`src/rtl/weight_fifo_ctrl.sv`:
```
// Weight FIFO sequencer: per channel flush, load N_OF_PIXELS weights, then replay them N_LOOPS times.
// Optional stall counter on o_stall_cnt is built only when WCTRL_PERF_CNT_EN is defined.
module weight_fifo_ctrl #(
  parameter int BIT_WIDTH     = 8,
  parameter int NO_COL_KERNEL = 5,
  parameter int N_OF_PIXELS   = NO_COL_KERNEL * NO_COL_KERNEL,
  parameter int N_CHANNELS    = 4,
  parameter int N_LOOPS       = 3,
  parameter int ADDR_WIDTH    = 16
) (
  input  logic                          i_clk,
  input  logic                          i_rst_n,
  input  logic                          i_start,
  input  logic [ADDR_WIDTH-1:0]         i_base_addr,
  output logic                          o_busy,
  output logic                          o_done,
  output logic                          o_mem_rd_en,
  output logic [ADDR_WIDTH-1:0]         o_mem_addr,
  input  logic                          i_mem_rd_valid,
  input  logic [BIT_WIDTH-1:0]          i_mem_rd_data,
  output logic                          o_fifo_wr_en,
  output logic [BIT_WIDTH-1:0]          o_fifo_data,
  output logic                          o_fifo_rd_en,
  output logic                          o_fifo_loop_back,
  output logic                          o_fifo_flush,
  input  logic                          i_fifo_full,
  input  logic                          i_fifo_empty,
  input  logic                          i_fifo_flush_fin,
  input  logic                          i_col_done,
  input  logic                          i_core_ready,
  output logic [$clog2(N_CHANNELS):0]   o_channel_idx,
  output logic [$clog2(N_LOOPS):0]      o_loop_idx,
  output logic [7:0]                    o_col_cnt,
  output logic [31:0]                   o_stall_cnt
);

  localparam int CNT_W = $clog2(N_OF_PIXELS + 1);
  localparam int CH_W  = $clog2(N_CHANNELS) + 1;
  localparam int LP_W  = $clog2(N_LOOPS) + 1;
  localparam logic [CNT_W-1:0] NPIX      = CNT_W'(N_OF_PIXELS);
  localparam logic [CH_W-1:0]  CH_LAST   = CH_W'(N_CHANNELS - 1);
  localparam logic [LP_W-1:0]  LOOP_LAST = LP_W'(N_LOOPS - 1);

  typedef enum logic [2:0] {
    S_IDLE, S_FLUSH, S_WAIT_FLUSH, S_LOAD, S_READ, S_LOOP_CHK, S_DONE
  } state_t;

  state_t                  state_q, state_d;
  logic [ADDR_WIDTH-1:0]   addr_q, addr_d;
  logic [CNT_W-1:0]        issue_cnt_q, issue_cnt_d;
  logic [CNT_W-1:0]        wr_cnt_q, wr_cnt_d;
  logic [CNT_W-1:0]        rd_cnt_q, rd_cnt_d;
  logic [CH_W-1:0]         ch_q, ch_d;
  logic [LP_W-1:0]         loop_q, loop_d;
  logic [7:0]              col_cnt_q, col_cnt_d;
  logic                    col_done_q, col_done_d;
  logic                    err_q, err_d;

  always_comb begin
    state_d          = state_q;
    addr_d           = addr_q;
    issue_cnt_d      = issue_cnt_q;
    wr_cnt_d         = wr_cnt_q;
    rd_cnt_d         = rd_cnt_q;
    ch_d             = ch_q;
    loop_d           = loop_q;
    col_cnt_d        = col_cnt_q;
    col_done_d       = i_col_done;
    err_d            = err_q;
    o_done           = 1'b0;
    o_mem_rd_en      = 1'b0;
    o_fifo_wr_en     = 1'b0;
    o_fifo_rd_en     = 1'b0;
    o_fifo_loop_back = 1'b0;
    o_fifo_flush     = 1'b0;

    case (state_q)
      S_IDLE: begin
        if (i_start) begin
          addr_d    = i_base_addr;
          ch_d      = '0;
          loop_d    = '0;
          col_cnt_d = '0;
          state_d   = S_FLUSH;
        end
      end
      S_FLUSH: begin
        o_fifo_flush = 1'b1;
        state_d      = S_WAIT_FLUSH;
      end
      S_WAIT_FLUSH: begin
        if (i_fifo_flush_fin) begin
          issue_cnt_d = '0;
          wr_cnt_d    = '0;
          rd_cnt_d    = '0;
          col_cnt_d   = '0;
          state_d     = S_LOAD;
        end
      end
      S_LOAD: begin
        // Read data returns one cycle after the request and goes straight into the FIFO.
        o_fifo_wr_en = i_mem_rd_valid;
        if (issue_cnt_q < NPIX && !i_fifo_full && !err_q) begin
          o_mem_rd_en = 1'b1;
          issue_cnt_d = issue_cnt_q + 1'b1;
          addr_d      = addr_q + 1'b1;
        end
        if (i_mem_rd_valid)
          wr_cnt_d = wr_cnt_q + 1'b1;
        // A full FIFO before the channel is loaded is a protocol violation; park here.
        if (i_fifo_full && wr_cnt_q < NPIX)
          err_d = 1'b1;
        if (wr_cnt_q == NPIX && !err_q)
          state_d = S_READ;
      end
      S_READ: begin
        o_fifo_rd_en = i_core_ready && !i_fifo_empty && (rd_cnt_q < NPIX);
        if (o_fifo_rd_en)
          rd_cnt_d = rd_cnt_q + 1'b1;
        if (i_col_done && !col_done_q)
          col_cnt_d = col_cnt_q + 1'b1;
        if (rd_cnt_q == NPIX)
          state_d = S_LOOP_CHK;
      end
      S_LOOP_CHK: begin
        if (loop_q < LOOP_LAST) begin
          o_fifo_loop_back = 1'b1;
          loop_d           = loop_q + 1'b1;
          rd_cnt_d         = '0;
          col_cnt_d        = '0;
          state_d          = S_READ;
        end else begin
          ch_d    = ch_q + 1'b1;
          loop_d  = '0;
          state_d = (ch_q == CH_LAST) ? S_DONE : S_FLUSH;
        end
      end
      S_DONE: begin
        o_done  = 1'b1;
        state_d = S_IDLE;
      end
      default: state_d = S_IDLE;
    endcase
  end

  always_ff @(posedge i_clk or negedge i_rst_n) begin
    if (!i_rst_n) begin
      state_q     <= S_IDLE;
      addr_q      <= '0;
      issue_cnt_q <= '0;
      wr_cnt_q    <= '0;
      rd_cnt_q    <= '0;
      ch_q        <= '0;
      loop_q      <= '0;
      col_cnt_q   <= '0;
      col_done_q  <= 1'b0;
      err_q       <= 1'b0;
    end else begin
      state_q     <= state_d;
      addr_q      <= addr_d;
      issue_cnt_q <= issue_cnt_d;
      wr_cnt_q    <= wr_cnt_d;
      rd_cnt_q    <= rd_cnt_d;
      ch_q        <= ch_d;
      loop_q      <= loop_d;
      col_cnt_q   <= col_cnt_d;
      col_done_q  <= col_done_d;
      err_q       <= err_d;
    end
  end

  assign o_busy        = (state_q != S_IDLE) && (state_q != S_DONE);
  assign o_mem_addr    = addr_q;
  assign o_fifo_data   = o_fifo_wr_en ? i_mem_rd_data : '0;
  assign o_channel_idx = ch_q;
  assign o_loop_idx    = loop_q;
  assign o_col_cnt     = col_cnt_q;

`ifdef WCTRL_PERF_CNT_EN
  logic [31:0] stall_q, stall_d;

  always_comb begin
    stall_d = stall_q;
    if (state_q == S_IDLE && i_start)
      stall_d = '0;
    else if (state_q == S_READ && rd_cnt_q < NPIX && (!i_core_ready || i_fifo_empty)
             && stall_q != '1)
      stall_d = stall_q + 1'b1;
  end

  always_ff @(posedge i_clk or negedge i_rst_n) begin
    if (!i_rst_n) stall_q <= '0;
    else          stall_q <= stall_d;
  end

  assign o_stall_cnt = stall_q;
`else
  assign o_stall_cnt = '0;
`endif

endmodule
```
`config.mk`:
```
export PLATFORM = sky130hd
export DESIGN_NAME = weight_fifo_ctrl
export DESIGN_NICKNAME = d
export VERILOG_FILES = /design/src/rtl/weight_fifo_ctrl.sv
export SDC_FILE = /design/constraint.sdc
export NUM_CORES = 1
export LEC_CHECK = 0
export CORE_ASPECT_RATIO = 0.6
export CORE_UTILIZATION = 48
export CTS_BUF_LIST = sky130_fd_sc_hd__clkbuf_4 sky130_fd_sc_hd__clkbuf_8
export DETAILED_ROUTE_END_ITERATION = 6
export PLACE_DENSITY_LB_ADDON = 0.2
export SKIP_LAST_GASP = 1
export SLEW_MARGIN = 20
export SYNTH_ARGS = -nofsm -noshare
export SYNTH_HDL_FRONTEND = slang
export SYNTH_SLANG_ARGS = --single-unit
```
`constraint.sdc`:
```
create_clock -name i_clk -period 2.26 [get_ports i_clk]
set_clock_uncertainty 0.1 [all_clocks]
set_input_delay 0.339 -clock i_clk [delete_from_list [all_inputs] [get_ports i_clk]]
set_output_delay 0.339 -clock i_clk [all_outputs]
set_load 0.02 [all_outputs]
```
=== Word level (Yosys, flattened, before mapping) ===
Cells that the tools add are included.

* Magnitude comparators: 4
* Add/subtract/negate cells: 7
* Reductions and logical operators: 28
* Equal/unequal tests: 20
* Mux-type cells: 37

{| class="wikitable"
|+ Operator list
! cell !! number
|-
| $mux 8 || 5
|-
| $mux 16 || 2
|-
| $pmux 16 s2 || 1
|-
| $pmux 8 s4 || 1
|-
| $mux 3 || 9
|-
| $mux 5 || 5
|-
| $ne 2x2->1 const B || 10
|-
| $pmux 5 s2 || 2
|-
| $pmux 3 s6 || 1
|-
| $add 16x1->16 const B || 1
|-
| $add 5x1->5 const B || 3
|-
| $lt 5x5->1 const B || 3
|-
| $pmux 5 s3 || 1
|-
| $pmux 3 s2 || 2
|-
| $reduce_and 3->1 || 4
|-
| $eq 5x5->1 const B || 2
|-
| $eq 3x2->1 const B || 3
|-
| $eq 3x3->1 const B || 3
|-
| $add 8x1->8 const B || 1
|-
| $logic_and 1x1->1 || 8
|-
| $mux 1 || 8
|-
| $reduce_and 4->1 || 2
|-
| $add 3x1->3 const B || 2
|-
| $reduce_bool 2->1 || 3
|-
| 9 further kinds || 14
|}

* Input port bits: 33
* Logic and storage cells: 106
* Output and inout bits: 77
* Register bits after elaboration: 50

=== Logic depth before layout (Yosys ltp) ===
Gate-level depths: netlist of run 1.

* Depth in word-level cells: 5
* Depth in mapped cells: 7
* Mapped depth without buffers: 6

=== Worst setup path after synthesis of run 1 ===
No wires, ideal clock.

* Path type: register to register
* Start: register addr_q[0] (netlist: o_mem_addr[0])
* End: register addr_q[14] (netlist: o_mem_addr[14])
* Period minus slack after synthesis: 1.791 ns
* Stages on the path, launching flop included: 6
* Slack: 0.469 ns
* Arrival time: 1.604 ns
* Cells stage by stage: dfrtp_1 > ha_1 > and4_1 > nand3_2 > o41a_1 > o211ai_1

* Word-level cells in the longest chain between the ends: 3

{| class="wikitable"
|+ Ends and longest elaborated chain
! element !! line !! text
|-
| start, declared || 49 || <nowiki>logic [ADDR_WIDTH-1:0] addr_q, addr_d;</nowiki>
|-
| start signal, assigned || 160 || <nowiki>addr_q <= addr_d;</nowiki>
|-
| $add 16x1->16 || 106 || <nowiki>addr_d = addr_q + 1'b1;</nowiki>
|-
| $mux 16 || 103 || <nowiki>if (issue_cnt_q < NPIX && !i_fifo_full && !err_q) begin</nowiki>
|-
| $pmux 16 s2 || 77 || <nowiki>case (state_q)</nowiki>
|}

Every way passes these cells. The select of a mux whose other input is x is not followed.
A chain may end at the register's enable or synchronous reset.

=== Final worst setup path of run 1 ===
* Start: register state_q[1]
* End: output port o_fifo_flush

* Word-level cells in the longest chain between the ends: 2

{| class="wikitable"
|+ Ends and longest elaborated chain
! element !! line !! text
|-
| start, declared || 48 || <nowiki>state_t state_q, state_d;</nowiki>
|-
| start signal, assigned || 159 || <nowiki>state_q <= state_d;</nowiki>
|-
| $eq 3x1->1 || 77 ||
|-
| $mux 1 || 77 ||
|-
| end, declared || 25 || <nowiki>output logic o_fifo_flush,</nowiki>
|}

Every way passes these cells.

==> flow_summary_export.csv, run 1 <==
group,metric,value,unit
timing,hold_viol,0,
timing,period_needed,2.17,ns
detailed_routing,firstDrtPassIters,6,
die,floorplan.rows,22,
timing,grt_setup_unrepaired,"no",
global_route,grt-ovfl-total,0,
timing,final.period_utilization,96.0,%
power_and_ir_drop,p_per_area,1010,nW/um2
die,initial_core_util,51.6,%
finish,filler_cells,534,
setup_path,critPathRequiredTime,1.82,ns
detailed_routing,wl_per_cell,14.6,um
yosys,synth-async-reset-ratio,100,%
timing,pin_slew_with_the_least_headroom_to_its_limit,0.645,ns
placement,place.port_buffers,77,
timing,final_critical_path_setup_slack,0.0914,ns
min_path,worst_hold_path_class,"in2async",
yosys,synth_edf_count,0,
global_route,wire_length_of_the_first_global_routing_pass,13000,um
cts,clock_path_buffers,2,
finish,post_route_cells_drive_above_1_share,11.5,%
placement,dpl.hpwl,5900,um
setup_path,worst_setup_path_end_kind,"output port",
detailed_routing,antenna_viol_nets_final,0,
die,die_span_in_x,109,um
yosys,ys.flop_type,"dfrtp_1",
cts,root_buf_cell,"clkbuf_8",
cts,clk_pin_slew_worst_paths,0.08,ns
finish,num_antenna_cells,0,
setup_path,setup.worst_path.class,"reg2out",
yosys,synthCells,361,
timing,relative_slew_slack,57.0,%
die,placeableCoreArea,6360,um2
setup_path,timing.critical_path.buf_inv,2,
timing,drv_slew,0,
setup_path,crit_chain,"buf_4 -> nor3b_1 -> clkdlybuf4s50_1",
setup_path,critical_path.startpoint_type,"register",
status,status,"finished clean",
yosys,synth.ff_latch_count,50,
cts,cts_htree_levels,2,
die,io_pins,110,
setup_path,critical_path.top_delay_family,"buffers and inverters",
global_route,number_of_antenna_violations_at_the_first_check_in_global_routing,0,
placement,gpl.final_weighted_congestion,0.809,
yosys,synth_sequential_area_ratio,38.1,%
detailed_routing,finalWirelength,7860,um
cts,clock_latency,0.31,ns
setup_path,maximum_cell_stage_delay_along_the_critical_path,0.64,ns
setup_path,highest_fanout_seen_on_the_critical_path,7,
finish,seqCellArea,1250,um2
die,die_area,7190,um2
flow_run,max-cap-violations,0,
detailed_routing,drt_first_iter_violations,202,
finish,layout.cell_area.non_filler,4220,um2
setup_path,arrival,1.73,ns
global_route,largest_net_degree_at_the_start_of_global_routing,51,
global_route,grt_util_all_layers,23.6,%
finish,layout.cells.non_filler,538,
yosys,synth_area_per_cell,9.09,um2
yosys,netlist_area,3280,um2
placement,dpl-instance-area,4160,um2
detailed_routing,post-route-drc-count,0,
die,die_h,66.1,um
cts,cts.sinks,50,
cts,cts_tree,"done",
detailed_routing,vias,2982,
placement,dpl_worst_slack,-0.00194,ns
yosys,ys_types,65,
power_and_ir_drop,max-vdd-ir-drop,0.481,mV
global_route,first_global_vias,2729,
yosys,synth-warning-count,0,
finish,area_of_the_multi_input_gates,1760,um2
finish,syn_to_final_growth,28.6,%
detailed_routing,viasPerCell,5.54,
power_and_ir_drop,p_leak,0.00190,uW
placement,placed_cells_incl_taps,531,
finish,nNetsFinal,497,
cts,cts_inserted_buffers,5,
timing,timing.fmax,461,MHz
setup_path,cpMaxStageDelayCell,"clkdlybuf4s50_1",
timing,setup_violation_total_in_the_final_timing_report,0,
==> worst register-to-register path: stages, from the launching register on <==
cell and delay (ns):
dfrtp_1 0.44, ha_1 0.25, and4_1 0.31, nand3_2 0.16, o41a_1 0.40, o211ai_1 0.16
==> cells by family (layout without fill, tap and decap cells) <==
group                      after synthesis  after routing  share of synthesized area, %
muxes                                    9              9                          2.93
and+or+nand+nor                        121            121                          20.6
DFF                                     50             50                          38.1
adders and majority gates               10             10                          3.81
AOI/OAI and AO/OA                      101            101                          21.3
other                                    1             32                         0.114
xor gates and xnor gates                 5              5                          1.33
buffers and inverters                   64            126                          11.9
==> synth_stat cells, types with 5 or more instances <==
library cell,n,area share [%]
o21ai_0,24,3.7
buf_2,10,1.5
o22a_1,7,1.9
mux2i_1,7,2.1
and3_1,11,2.1
nor4_1,5,0.95
o211ai_1,6,1.4
a21oi_1,14,2.1
o21ai_1,8,1.2
inv_1,14,1.6
nand2_1,32,3.7
nand4_1,7,1.3
nor2_1,17,1.9
dfrtp_1,50,38
buf_4,34,7.8
nand3_1,14,2.1
ha_1,10,3.8
==> power by group <==
part	switching (uW)	internal, uW
clock network	292	238
registers	313	1120
logic	1270	1020
total	1870	2380
==> repair_timing <==
item / CTS / global route
hold buffers: 0 / 0
endpoints found under the hold margin: 0 / 0
buffers inserted: 0 / 0
resized for setup: 13 / 4
endpoints found under the setup margin: 13 / 3
==> placed cells by master (no fill, tap or decap), types with 3 or more instances in the layout <==
master            n
a211oi_1          3
a21o_1            4
a21oi_1          14
a22o_1            4
a22oi_1           4
a2bb2oi_1         3
and3_1           11
and4_1            3
buf_4            27
clkbuf_8          5
clkdlybuf4s50_1  63
conb_1           32
dfrtp_1          50
dlygate4sd2_1    10
ha_1             10
inv_1            14
mux2i_1           7
nand2_1          32
nand2b_1          4
nand3_1          14
nand3b_1          3
nand4_1           7
nor2_1           17
nor3_1            4
nor3b_1           4
nor4_1            5
o211ai_1          6
o21ai_0          24
o21ai_1           8
o22a_1            7
o311ai_0          3
xnor2_1           4
==> registers in the layout, summed over array words and instances, names as in the netlist <==
register	flops
o_mem_addr	16
o_col_cnt	8
issue_cnt_q	5
rd_cnt_q	5
wr_cnt_q	5
o_channel_idx	3
o_loop_idx	3
state_q	3
col_done_q	1
err_q	1
==> metal layers <==
layer  track usage (%)  wire [um]  up-vias
met1              34.8       3990     1428
met4              6.42         88        0
met2              35.5       3360      104
met3              3.74        424       10
li1                  -          -     1440
met5                 0          0        -
==> final cells by class <==
type | instances | share of cell area (%)
multi-input cells | 278 | 41.7
flip-flops and latches | 50 | 29.6
repair buffers | 105 | 23.0
well taps | 84 | 2.49
clock buffers | 7 | 1.99
inverters | 14 | 1.24
==> final timing paths <==
| check | start | endpoint | slack (ns) | cells after the start |
|---|---|---|---|---|
| max | state_q[1] | o_fifo_flush | 0.09 | 3 |
| min | i_rst_n | o_loop_idx[0] | 0.03 | 2 |
| max reg2reg | o_mem_addr[0] | o_mem_addr[14] | 0.37 | 5 |
| min reg2reg | err_q | err_q | 0.40 | 1 |
| max in group asynchronous | i_rst_n | wr_cnt_q[2] | 1.59 | 2 |
| min in group i_clk | err_q | err_q | 0.40 | 1 |
==> per-stage QoR <==
step / TNS [ns] / hold WS, ns / util [%] / total power [uW]
after floorplan: 0 / -0.0566 / - / 2880
after global placement: -0.00626 / 0.374 / 65.4 / 3670
after detailed placement: -0.00194 / 0.381 / 65.4 / 3750
after CTS: -0.00630 / 0.0594 / 66.4 / 4260
after global routing: 0 / 0.0975 / 66.4 / 4570
final: 0 / 0.0345 / 66.4 / 4250
Note: power is estimated with default switching activity, not from simulation.
==> inputs of run 2 (changes only) <==
Settings changed: CELL_PAD_IN_SITES_DETAIL_PLACEMENT set to 1, CELL_PAD_IN_SITES_GLOBAL_PLACEMENT set to 2, CORE_UTILIZATION 48 to 28, GPL_ROUTABILITY_DRIVEN set to 1.
==> flow_summary_export.csv, run 2 (synthesis gave the netlist of run 1 again) <==
group,metric,value,unit
cts,clk_pin_slew_worst_paths,0.10,ns
setup_path,r2r-end,"o_col_cnt[1]",
flow_run,max-cap-violations,0,
setup_path,rr_worst_depth,6,
die,io_pins,110,
cts,cts_htree_levels,2,
detailed_routing,firstDrtPassIters,4,
detailed_routing,wl_per_cell,15.5,um
detailed_routing,post-route-drc-count,0,
cts,cts_tree,"done",
finish,commonest_cells_after_routing_fill_and_taps_aside,"61 x clkdlybuf4s50_1, 49 x dfrtp_1, 32 x nand2_1, 32 x conb_1, 31 x buf_4",
detailed_routing,finalWirelength,9630,um
cts,cts.repair_timing.setup_buffer_count,0,
setup_path,maximum_cell_stage_delay_along_the_critical_path,0.40,ns
setup_path,timing.critical_path.buf_inv,2,
placement,dpl.hpwl,7300,um
global_route,groute.layer.met1.usage,23.8,%
min_path,worst_hold_path_class,"reg2reg",
global_route,grt_most_used_layer,"met2",
setup_path,crit_cells,5,
timing,grt_setup_unrepaired,"yes",
global_route,wire_length_of_the_first_global_routing_pass,15700,um
finish,num_antenna_cells,0,
detailed_routing,viasPerCell,4.86,
finish,area_of_the_multi_input_gates,1780,um2
timing,timing.fmax,452,MHz
global_route,first_global_vias,3034,
placement,gpl.final_weighted_congestion,0.763,
global_route,grt_util_all_layers,16.5,%
setup_path,worst_setup_path_end_kind,"output port",
global_route,grt-ovfl-total,0,
setup_path,crit_chain,"o311ai_1 -> nand3b_1 -> or2_1 -> inv_1 -> dlygate4sd2_1",
global_route,number_of_antenna_violations_at_the_first_check_in_global_routing,0,
setup_path,critPathRequiredTime,1.82,ns
power_and_ir_drop,p_per_area,1020,nW/um2
die,floorplan.rows,30,
die,die_area,12200,um2
global_route,met2_usage,25.4,%
setup_path,highest_fanout_seen_on_the_critical_path,3,
cts,root_buf_cell,"clkbuf_8",
die,initial_core_util,28.9,%
cts,clock_path_buffers,2,
detailed_routing,antenna_viol_nets_final,0,
timing,final.period_utilization,97.9,%
finish,filler_cells,1344,
timing,drv_slew,0,
status,status,"finished clean",
setup_path,cpMaxStageDelayCell,"dfrtp_1",
placement,place.port_buffers,77,
timing,hold_viol,0,
setup_path,crit_path_start,"rd_cnt_q[1]",
timing,period_needed,2.21,ns
setup_path,critical_path.startpoint_type,"register",
detailed_routing,drt_first_iter_violations,152,
setup_path,crit_path_end,"o_fifo_rd_en",
finish,seqCellArea,1250,um2
finish,syn_to_final_growth,33.9,%
finish,post-route-util,38.7,%
finish,nNetsFinal,503,
global_route,use_met3,3.41,%
setup_path,worst_reg2reg_setup_slack,0.33,ns
cts,clock_latency,0.32,ns
finish,post_route_cells_drive_above_1_share,14.6,%
finish,layout.cell_area.non_filler,4400,um2
power_and_ir_drop,p_leak,0.00196,uW
timing,pin_slew_with_the_least_headroom_to_its_limit,0.686,ns
setup_path,setup.worst_path.class,"reg2out",
setup_path,critical_path.top_delay_family,"flip-flops",
setup_path,arrival,1.77,ns
cts,cts_inserted_buffers,5,
timing,relative_slew_slack,54.3,%
placement,dpl-instance-area,4300,um2
timing,setup_violation_total_in_the_final_timing_report,0,
setup_path,r2r-start,"state_q[2]",
die,die_h,85.9,um
finish,largest_register_ffs,16,
die,die_span_in_x,142,um
power_and_ir_drop,max-vdd-ir-drop,0.296,mV
die,placeableCoreArea,11400,um2
finish,commonest_non_fill_non_tap_cell_in_the_layout,"clkdlybuf4s50_1",
detailed_routing,vias,3014,
global_route,largest_net_degree_at_the_start_of_global_routing,51,
cts,cts.sinks,50,
[run 2: what timing repair did]
| item | CTS | global route |
|---|---|---|
| gates resized for setup | 16 | 22 |
| hold buffers | 1 | 0 |
| endpoints found under the hold margin | 50 | 0 |
| setup endpoints to repair | 17 | 13 |
[run 2: cell type report]
| class | instances | area share, % |
|---|---|---|
| clock buffers | 6 | 1.88 |
| clock inverters | 1 | 0.683 |
| inverters | 14 | 1.20 |
| multi-input cells | 278 | 40.5 |
| flip-flops and latches | 50 | 28.5 |
| well taps | 160 | 4.55 |
| repair buffers | 111 | 22.7 |
[run 2: metal layers]
| layer | up-vias | routed length, um |
|---|---|---|
| met2 | 76 | 4100 |
| li1 | 1447 | - |
| met1 | 1483 | 5040 |
| met5 | - | 0 |
| met4 | 0 | 76 |
| met3 | 8 | 410 |
[run 2: how the worst min path moves through the flow]
| stage | from | to | depth (start not counted) |
|---|---|---|---|
| after global placement | i_rst_n | o_mem_addr[7] | 2 |
| after global routing | err_q | err_q | 1 |
| final | err_q | err_q | 1 |
| after CTS | err_q | err_q | 1 |
| after detailed placement | i_rst_n | o_mem_addr[7] | 2 |
| after floorplan | i_rst_n | col_done_q | 0 |
[run 2: report_power, final]
part,total (uW),leakage [uW],switching (uW),internal [uW]
logic,2370,0.00126,1310,1060
clock network,679,0.0000573,324,355
registers,1450,0.000641,328,1120
total,4500,0.00196,1970,2540
[run 2: stage by stage]
step | setup slack [ns] | hold WS, ns | TNS (ns) | total power [uW] | instances
after detailed placement | -0.337 | 0.258 | -4.32 | 3890 | 612
after CTS | -0.0319 | 0.411 | -0.0353 | 4560 | 620
final | 0.0479 | 0.406 | 0 | 4500 | 620
after global routing | -0.0721 | 0.450 | -0.0721 | 4860 | 620
after floorplan | 0.469 | -0.0566 | 0 | 2880 | 392
after global placement | -0.262 | 0.259 | -3.06 | 3830 | 612
[run 2: worst register-to-register path, cell delays in order (launching register included)]
cell	delay [ns]
dfrtp_1	0.45
nor2b_1	0.18
buf_4	0.15
and3_1	0.18
buf_4	0.17
o21ai_2	0.39
mux2i_1	0.24
